[src/rtl/uart_pkg.sv]
// Shared types for the UART command receiver: command codes, receiver states
// and the ASCII key map used to turn keystrokes into game commands.
`timescale 1ns/1ps
package uart_pkg;

  typedef enum logic [2:0] {
    CMD_LEFT, CMD_RIGHT, CMD_DOWN, CMD_ROTATE,
    CMD_DROP, CMD_HOLD, CMD_PAUSE, CMD_RESTART
  } cmd_t;

  typedef enum logic [2:0] {
    ST_IDLE, ST_START, ST_DATA, ST_STOP, ST_BREAK
  } rx_state_t;

  typedef struct packed {
    logic hit;
    cmd_t code;
  } key_dec_t;

  localparam logic [7:0] KEY_A_LO = 8'h61, KEY_A_UP = 8'h41;
  localparam logic [7:0] KEY_D_LO = 8'h64, KEY_D_UP = 8'h44;
  localparam logic [7:0] KEY_S_LO = 8'h73, KEY_S_UP = 8'h53;
  localparam logic [7:0] KEY_W_LO = 8'h77, KEY_W_UP = 8'h57;
  localparam logic [7:0] KEY_SPACE = 8'h20;
  localparam logic [7:0] KEY_C_LO = 8'h63, KEY_C_UP = 8'h43;
  localparam logic [7:0] KEY_P_LO = 8'h70, KEY_P_UP = 8'h50;
  localparam logic [7:0] KEY_R_LO = 8'h72, KEY_R_UP = 8'h52;

  // Bytes outside the key map return hit=0 and must not reach the buffer.
  function automatic key_dec_t decode_key(input logic [7:0] ch);
    key_dec_t d;
    d.hit  = 1'b1;
    d.code = CMD_LEFT;
    case (ch)
      KEY_A_LO, KEY_A_UP: d.code = CMD_LEFT;
      KEY_D_LO, KEY_D_UP: d.code = CMD_RIGHT;
      KEY_S_LO, KEY_S_UP: d.code = CMD_DOWN;
      KEY_W_LO, KEY_W_UP: d.code = CMD_ROTATE;
      KEY_SPACE:          d.code = CMD_DROP;
      KEY_C_LO, KEY_C_UP: d.code = CMD_HOLD;
      KEY_P_LO, KEY_P_UP: d.code = CMD_PAUSE;
      KEY_R_LO, KEY_R_UP: d.code = CMD_RESTART;
      default:            d.hit  = 1'b0;
    endcase
    return d;
  endfunction

endpackage

[src/rtl/uart_rx_core.sv]
// 8N1 deserialiser: two-flop synchroniser, mid-bit sampling FSM and
// registered byte/frame-error pulses.
`timescale 1ns/1ps
module uart_rx_core
  import uart_pkg::*;
#(
  parameter int CLK_HZ = 50_000_000,
  parameter int BAUD   = 115200
) (
  input  logic       clk,
  input  logic       reset_n,
  input  logic       uart_rx,
  output logic [7:0] rx_data,
  output logic       rx_valid,
  output logic       frame_err
);

  localparam int DIV  = CLK_HZ / BAUD;
  localparam int HALF = DIV / 2;
  localparam int CW   = $clog2(DIV + 1);
  localparam logic [CW-1:0] DIV_LAST  = CW'(DIV - 1);
  localparam logic [CW-1:0] HALF_LAST = CW'(HALF - 1);

  logic          rx_meta;
  logic          rxs;
  rx_state_t     state;
  logic [CW-1:0] cnt;
  logic [2:0]    idx;
  logic [7:0]    shift;

  always_ff @(posedge clk or negedge reset_n) begin
    if (!reset_n) begin
      rx_meta <= 1'b1;
      rxs     <= 1'b1;
    end else begin
      rx_meta <= uart_rx;
      rxs     <= rx_meta;
    end
  end

  // After the half-bit start check, every later sample lands mid-bit DIV cycles apart.
  always_ff @(posedge clk or negedge reset_n) begin
    if (!reset_n) begin
      state     <= ST_IDLE;
      cnt       <= '0;
      idx       <= '0;
      shift     <= '0;
      rx_data   <= '0;
      rx_valid  <= 1'b0;
      frame_err <= 1'b0;
    end else begin
      rx_valid  <= 1'b0;
      frame_err <= 1'b0;
      case (state)
        ST_IDLE: begin
          if (!rxs) begin
            cnt   <= '0;
            state <= ST_START;
          end
        end
        ST_START: begin
          if (cnt == HALF_LAST) begin
            cnt <= '0;
            idx <= '0;
            state <= rxs ? ST_IDLE : ST_DATA;
          end else begin
            cnt <= cnt + CW'(1);
          end
        end
        ST_DATA: begin
          if (cnt == DIV_LAST) begin
            cnt        <= '0;
            shift[idx] <= rxs;
            idx        <= idx + 3'd1;
            if (idx == 3'd7) state <= ST_STOP;
          end else begin
            cnt <= cnt + CW'(1);
          end
        end
        ST_STOP: begin
          if (cnt == DIV_LAST) begin
            cnt <= '0;
            if (rxs) begin
              rx_data  <= shift;
              rx_valid <= 1'b1;
              state    <= ST_IDLE;
            end else begin
              frame_err <= 1'b1;
              state     <= ST_BREAK;
            end
          end else begin
            cnt <= cnt + CW'(1);
          end
        end
        // A line held low reports once, then waits for idle before re-arming.
        ST_BREAK: begin
          if (rxs) state <= ST_IDLE;
        end
        default: state <= ST_IDLE;
      endcase
    end
  end

endmodule

[src/rtl/uart_cmd_rx.sv]
// UART key receiver: decodes received bytes into game commands and holds
// them in a one-deep valid/ready buffer for the game logic.
`timescale 1ns/1ps
module uart_cmd_rx
  import uart_pkg::*;
#(
  parameter int CLK_HZ = 50_000_000,
  parameter int BAUD   = 115200
) (
  input  logic       clk,
  input  logic       reset_n,
  input  logic       uart_rx,
  output logic [7:0] rx_data,
  output logic       rx_valid,
  output logic       frame_err,
  output logic [2:0] cmd,
  output logic       cmd_valid,
  input  logic       cmd_ready,
  output logic       cmd_overrun
);

  key_dec_t dec;
  logic     new_cmd;
  logic     accept;

  uart_rx_core #(
    .CLK_HZ (CLK_HZ),
    .BAUD   (BAUD)
  ) u_core (
    .clk       (clk),
    .reset_n   (reset_n),
    .uart_rx   (uart_rx),
    .rx_data   (rx_data),
    .rx_valid  (rx_valid),
    .frame_err (frame_err)
  );

  always_comb begin
    dec     = decode_key(rx_data);
    new_cmd = rx_valid & dec.hit;
    accept  = cmd_valid & cmd_ready;
  end

  // A slot freed by this cycle's handshake can take the new command immediately.
  always_ff @(posedge clk or negedge reset_n) begin
    if (!reset_n) begin
      cmd         <= '0;
      cmd_valid   <= 1'b0;
      cmd_overrun <= 1'b0;
    end else begin
      cmd_overrun <= 1'b0;
      if (new_cmd) begin
        if (!cmd_valid || cmd_ready) begin
          cmd       <= dec.code;
          cmd_valid <= 1'b1;
        end else begin
          cmd_overrun <= 1'b1;
        end
      end else if (accept) begin
        cmd_valid <= 1'b0;
      end
    end
  end

endmodule

[config.mk]
export PLATFORM = sky130hd
export DESIGN_NAME = uart_cmd_rx
export DESIGN_NICKNAME = d
export VERILOG_FILES = /design/src/rtl/uart_pkg.sv /design/src/rtl/uart_rx_core.sv /design/src/rtl/uart_cmd_rx.sv
export SDC_FILE = /design/constraint.sdc
export NUM_CORES = 1
export LEC_CHECK = 0
export BUFFER_PORTS_ARGS = -buffer_cell sky130_fd_sc_hd__buf_2
export CELL_PAD_IN_SITES_DETAIL_PLACEMENT = 1
export CELL_PAD_IN_SITES_GLOBAL_PLACEMENT = 1
export CORE_MARGIN = 3
export CORE_UTILIZATION = 46
export DETAILED_ROUTE_END_ITERATION = 6
export PLACE_DENSITY_LB_ADDON = 0.1
export SYNTH_ARGS = -nofsm -noshare
export SYNTH_HDL_FRONTEND = slang
export SYNTH_SLANG_ARGS = --single-unit
[constraint.sdc]
create_clock -name clk -period 2.26 [get_ports clk]
set_clock_uncertainty 0.15 [all_clocks]
set_input_delay 0.339 -clock clk [delete_from_list [all_inputs] [get_ports clk]]
set_output_delay 0.339 -clock clk [all_outputs]
set_load 0.01 [all_outputs]
-- Word-level counts from Yosys, hierarchy flattened
Cells that the tools add are included.
- bits in registers: 40
- output and inout bits: 15
- word-level logic and storage cells: 101
- add/sub/neg operators: 2
- $lt $le $gt $ge: 2
- equal/unequal tests: 29
- multiplexer cells: 32
- bitwise gates (word level): 2
- reduce and logical (&&, ||, !) cells: 22
- operator list (kind ; number):
    == test 8 x 7 -> 1 bit, second input constant ; 14
    two-way mux 3 bit ; 9
    two-way mux 9 bit ; 3
    one-hot mux 9 bit (3 select lines) ; 1
    one-hot mux 3 bit (7 select lines) ; 1
    one-hot mux 3 bit (5 select lines) ; 1
    OR reduction 15 bit ; 1
    OR reduction 2 bit ; 7
    two-way mux 1 bit ; 13
    inequality test 2 x 1 -> 1 bit, second input constant ; 6
    adder 9 x 1 -> 9 bit, second input constant ; 1
    == test 9 x 8 -> 1 bit, second input constant ; 1
    == test 9 bit, second input constant ; 1
    bitwise mux 8 bit ; 1
    == test 8 x 6 -> 1 bit, second input constant ; 1
    AND reduction 2 bit ; 4
    == test 3 x 2 -> 1 bit, second input constant ; 2
    == test 3 bit, second input constant ; 2
    one-hot mux 3 bit (2 select lines) ; 1
    AND reduction 3 bit ; 2
    AND reduction 6 bit ; 1
    < comparator 3 x 4 -> 1 bit, second input constant ; 1
    nonzero test 2 bit ; 2
    adder 3 x 1 -> 3 bit, second input constant ; 1
    11 further kinds ; 12

-- Logic depth before layout (Yosys ltp)
- depth in word-level cells: 6
- depth in mapped cells: 6
- mapped depth without buffers: 6

-- Modules after synthesis
Synthesis repeated with hierarchy kept, for this count alone.
- cells, all modules: 190
- area total of the unflattened synthesis: 2097.0 um^2
- by module, submodules not included (module ; times used ; cells an instance ; area an instance (um^2) ; sequential area each (um^2)):
    uart_rx_core ; 1 ; 150 ; 1687.9 ; 878.3
    uart_cmd_rx ; 1 ; 40 ; 409.1 ; 125.1

-- Worst setup path before layout
Ideal clock, no wire load.
- path kind: flip-flop to flip-flop
- start point: register u_core.cnt[0]
- end point: register u_core.cnt[8]
- arrival time: 1.547 ns
- required time: 2.006 ns
- path slack: 0.459 ns
- stages on the path, launching flop included: 7
- cells stage by stage: dfrtp_1 > inv_1 > ha_1 > and4bb_4 > a311oi_4 > nor2_1 > o311ai_1
- word-level cells in the longest chain between the ends: 3
- elaborated cells between the ends (all ways): 6
- ends and longest elaborated chain (what ; line ; source):
    start: declaration ; uart_rx_core.sv:27 ; logic [CW-1:0] cnt;
    start signal: assignment ; uart_rx_core.sv:67 ; cnt <= cnt + CW'(1);
    start signal: assignment ; uart_rx_core.sv:77 ; cnt <= cnt + CW'(1);
    start signal: assignment ; uart_rx_core.sv:92 ; cnt <= cnt + CW'(1);
    adder 9 x 1 -> 9 bit (tied with other cells) ; uart_rx_core.sv:67, uart_rx_core.sv:77, uart_rx_core.sv:92 ;
    two-way mux 9 bit, on equally long branches ; uart_rx_core.sv:71, uart_rx_core.sv:81, uart_rx_core.sv:62 ;
    one-hot mux 9 bit (3 select lines) * ; uart_rx_core.sv:54 ; case (state)
Mark *: on every way between the ends. The rest lies on a longest branch, timed or not.
A chain may end at the register's enable or synchronous reset.

-- Worst setup path in the final report
- start point: register u_core.cnt[1]
- end point: register u_core.shift[3]
- word-level cells in the longest chain between the ends: 2
- ends and longest elaborated chain (what ; line ; source):
    == test 9 bit ; uart_rx_core.sv:71 ; if (cnt == DIV_LAST) begin
    AND reduction 2 bit (no source line) ; -- ;
    end signal: indexed assignment ; uart_rx_core.sv:73 ; shift[idx] <= rxs;
    end: declaration ; uart_rx_core.sv:29 ; logic [7:0] shift;
No other way between the ends.

==> impl_metrics.csv <==
group,metric,value,unit
power_and_ir_drop,finalPower,1.230,mW
sta,setup_viol,0,
cts,cts.htree.levels,2,
cts,root_buffer,"clkbuf_8",
global_route,antenna_found_initial,0,
synthesis,synth-main-ff-cell,"dfrtp_1",
routing,route.detailed.drc,0,
sta,post-route-period-util,0.9237,
routing,first_pass_iters,4,
flow_run,maxCapViolCount,0,
synthesis,synth_area_per_cell,10.58,um^2
power_and_ir_drop,leakage,1.092,nW
cts,post_cts_buffers,0,
synthesis,synth_top_cell_area_share,0.4426,
synthesis,synth_area,0.002148,mm^2
sta,hold_viol_final,0,
worst_setup_path,crit_fanout,7,
worst_setup_path,slowest_stage,"dfrtp_1",
routing,vias_per_cell,5.954,
cts,cts_tree,"done",
routing,avgRoutedWirePerCell,17.67,um
synthesis,synth_top_family_by_area,"simple AND/OR/NAND/NOR gates",
synthesis,yosysMostFrequentCell,"dfrtp_1",
sta,min_period,2.088,ns
routing,antenna_left,0,
floorplanning,dieWidth,74.34,um
synthesis,syn_nets,212,
floorplanning,placementRows,24,
synthesis,yosys.area_share.simple,0.2056,
global_route,grt-ovfl-total,0,
placed_design,hpwl,3.681,mm
synthesis,syn_inst,203,
worst_setup_path,start_kind,"flip-flop",
layout,multiInputGateArea,0.001065,mm^2
global_route,first_global_vias,1656,
layout,num-fill-cells,511,
layout,seqCellArea,0.001003,mm^2
worst_setup_path,critical_path_class,"reg -> reg",
placed_design,place.gp.congestion,0.8497,
synthesis,synth_area_leaders,"dfrtp_1 (44%), mux2_2 (5.2%), ha_1 (2.9%), mux2_4 (2.8%), nand2_1 (2.8%)",
global_route,grt_pass1_wl,8.514,mm
floorplanning,die_area,0.005526,mm^2
cts,cts_hold_buffers,2,
sta,drv_slew,0,
synthesis,synthAdderAreaFrac,0.02912,
routing,routed_wl,4.948,mm
global_route,grt_max_degree,23,
synthesis,ys_ff_latch,40,
sta,fmaxAchievable,479.0,MHz
synthesis,async_flop_share,1.000,
synthesis,synth_compound_area_frac,0.1462,
cts,cts_buffer_depth,2,
synthesis,ys_types,51,
status,status,"finished clean",
cts,cts_resized,0,
worst_setup_path,worstPathRequired,2.30,ns
floorplanning,core_area,0.004444,mm^2
sta,slew_headroom,0.6829,
floorplanning,io_pins,19,
power_and_ir_drop,p_per_area,511.1,mW/mm^2
worst_hold_path,hold_class,"reg -> reg",
cts,clk_pin_slew_worst_paths,0.08,ns
synthesis,synth_edf_count,0,
worst_setup_path,critical_path.cell_chain,"inv_1, ha_1, and4bb_4, nand4_1, nor3_1, mux2_1",
worst_setup_path,cp.arrival,2.13,ns
cts,cts_buffers,5,
sta,rsz0062_at_grt,"false",
layout,drive_gt1_frac,0.2500,
cts,cts.sinks,40,
routing,num_vias,1667,
synthesis,synth-seq-area-share,0.4671,
floorplanning,die_height,74.34,um
layout,antenna_cells,0,
synthesis,synthMuxAreaShare,0.1107,
layout,area_growth,12.06,%
synthesis,yosys_warnings,0,
synthesis,synth_xor_area_frac,0.004077,
layout,nNetsFinal,236,
synthesis,synth_area_leader_cell,"dfrtp_1",
routing,drt_iter0_drc,111,
placed_design,port_buffers,18,
worst_setup_path,critPathMaxStageDelay,0.41,ns
power_and_ir_drop,max-vdd-ir-drop,0.3061,mV
floorplanning,start_util,0.4834,
synthesis,synth_top_cells_by_count,"dfrtp_1 (38), nand2_1 (16), nor2_1 (12)",
sta,worst_pin_slew,0.4757,ns
layout,fin_util,0.5417,
global_route,gr-usage-all-layers,0.2020,
cts,clock_latency,0.30,ns
worst_setup_path,endpoint_kind,"flip-flop",
sta,fin_setup_tns,0,ns
==> power by group <==
part           total [mW]  leakage [nW]  internal [mW]  switching [mW]
registers           0.723         0.537          0.718         0.00458
clock network       0.483        0.0479          0.215           0.268
logic              0.0241         0.507        0.00836          0.0158
==> registers in the layout, indices dropped and copies added, names as in the netlist <==
register / cells
cmd: 3
cmd_overrun: 1
cmd_valid: 1
u_core.cnt: 9
u_core.frame_err: 1
u_core.idx: 3
u_core.rx_data: 8
u_core.rx_meta: 1
u_core.rx_valid: 1
u_core.rxs: 1
u_core.shift: 8
u_core.state: 3
==> layout make-up <==
| class | count | share of cell area |
|---|---|---|
| Clock inverter | 3 | 0.007796 |
| Multi-Input combinational cell | 146 | 0.4423 |
| Clock buffer | 5 | 0.02859 |
| Tap cell | 52 | 0.02703 |
| Inverter | 11 | 0.01715 |
| Timing Repair Buffer | 23 | 0.06029 |
| Sequential cell | 40 | 0.4168 |
==> cell usage in the layout (no fill, tap or decap), drive strengths merged, types with 2 or more instances in the layout <==
cell type,count
nor3,9
dlygate4sd3,2
nand2b,8
and3,2
buf,21
o21ai,11
or3,3
mux2,18
mux2i,2
and4bb,2
o22ai,2
inv,11
a21oi,9
dfrtp,38
nand3,11
dfstp,2
o21a,2
nor2,13
o211ai,4
a22oi,2
clkinv,3
nand4,5
clkbuf,5
ha,5
o21bai,3
nand2,16
==> logic make-up (layout without fill, tap and decap cells) <==
family,count (synthesis),in the layout
and+or+nand+nor,77,77
AOI/OAI and AO/OA,43,43
DFF,40,40
muxes,20,20
buffers and inverters,17,42
adders and majority gates,5,5
xor gates and xnor gates,1,1
==> worst max-delay path: cells and delay by family (launching register included) <==
| kind | cells | cell delay, ns |
|---|---|---|
| buf+inv | 1 | 0.11 |
| flops | 1 | 0.41 |
| simple gates | 3 | 0.78 |
| mux | 1 | 0.36 |
| fa+ha+maj | 1 | 0.15 |
==> final timing paths <==
path,startpoint,to,slack (ns),cells after the start
max in group asynchronous,reset_n,u_core.shift[1],1.10,3
setup / recovery,u_core.cnt[1],u_core.shift[3],0.17,6
hold reg to reg,u_core.rx_meta,u_core.rxs,0.21,0
setup reg to reg,u_core.cnt[1],u_core.shift[3],0.17,6
hold / removal,u_core.rx_meta,u_core.rxs,0.21,0
min in group asynchronous,reset_n,cmd[0],0.38,2
==> stage by stage <==
step	hold WS, ns	worst slack [ns]	instance area, um^2	instances
global route	0.2166	0.06655	2407	280
floorplan	-0.1066	0.4590	2148	203
global placement	0.1736	0.3697	2300	270
finish	0.2096	0.1725	2407	280
detailed placement	0.1763	0.1779	2300	270
CTS	0.2112	0.1740	2407	280
==> routing by layer <==
layer,GRT usage,vias to the layer above,part of all wire
li1,-,790,-
met1,0.2826,835,0.49
met2,0.3051,32,0.45
met3,0.05270,10,0.037
met4,0.06917,0,0.018
met5,0,-,0
No activity file was read; power rests on OpenSTA's default activity.
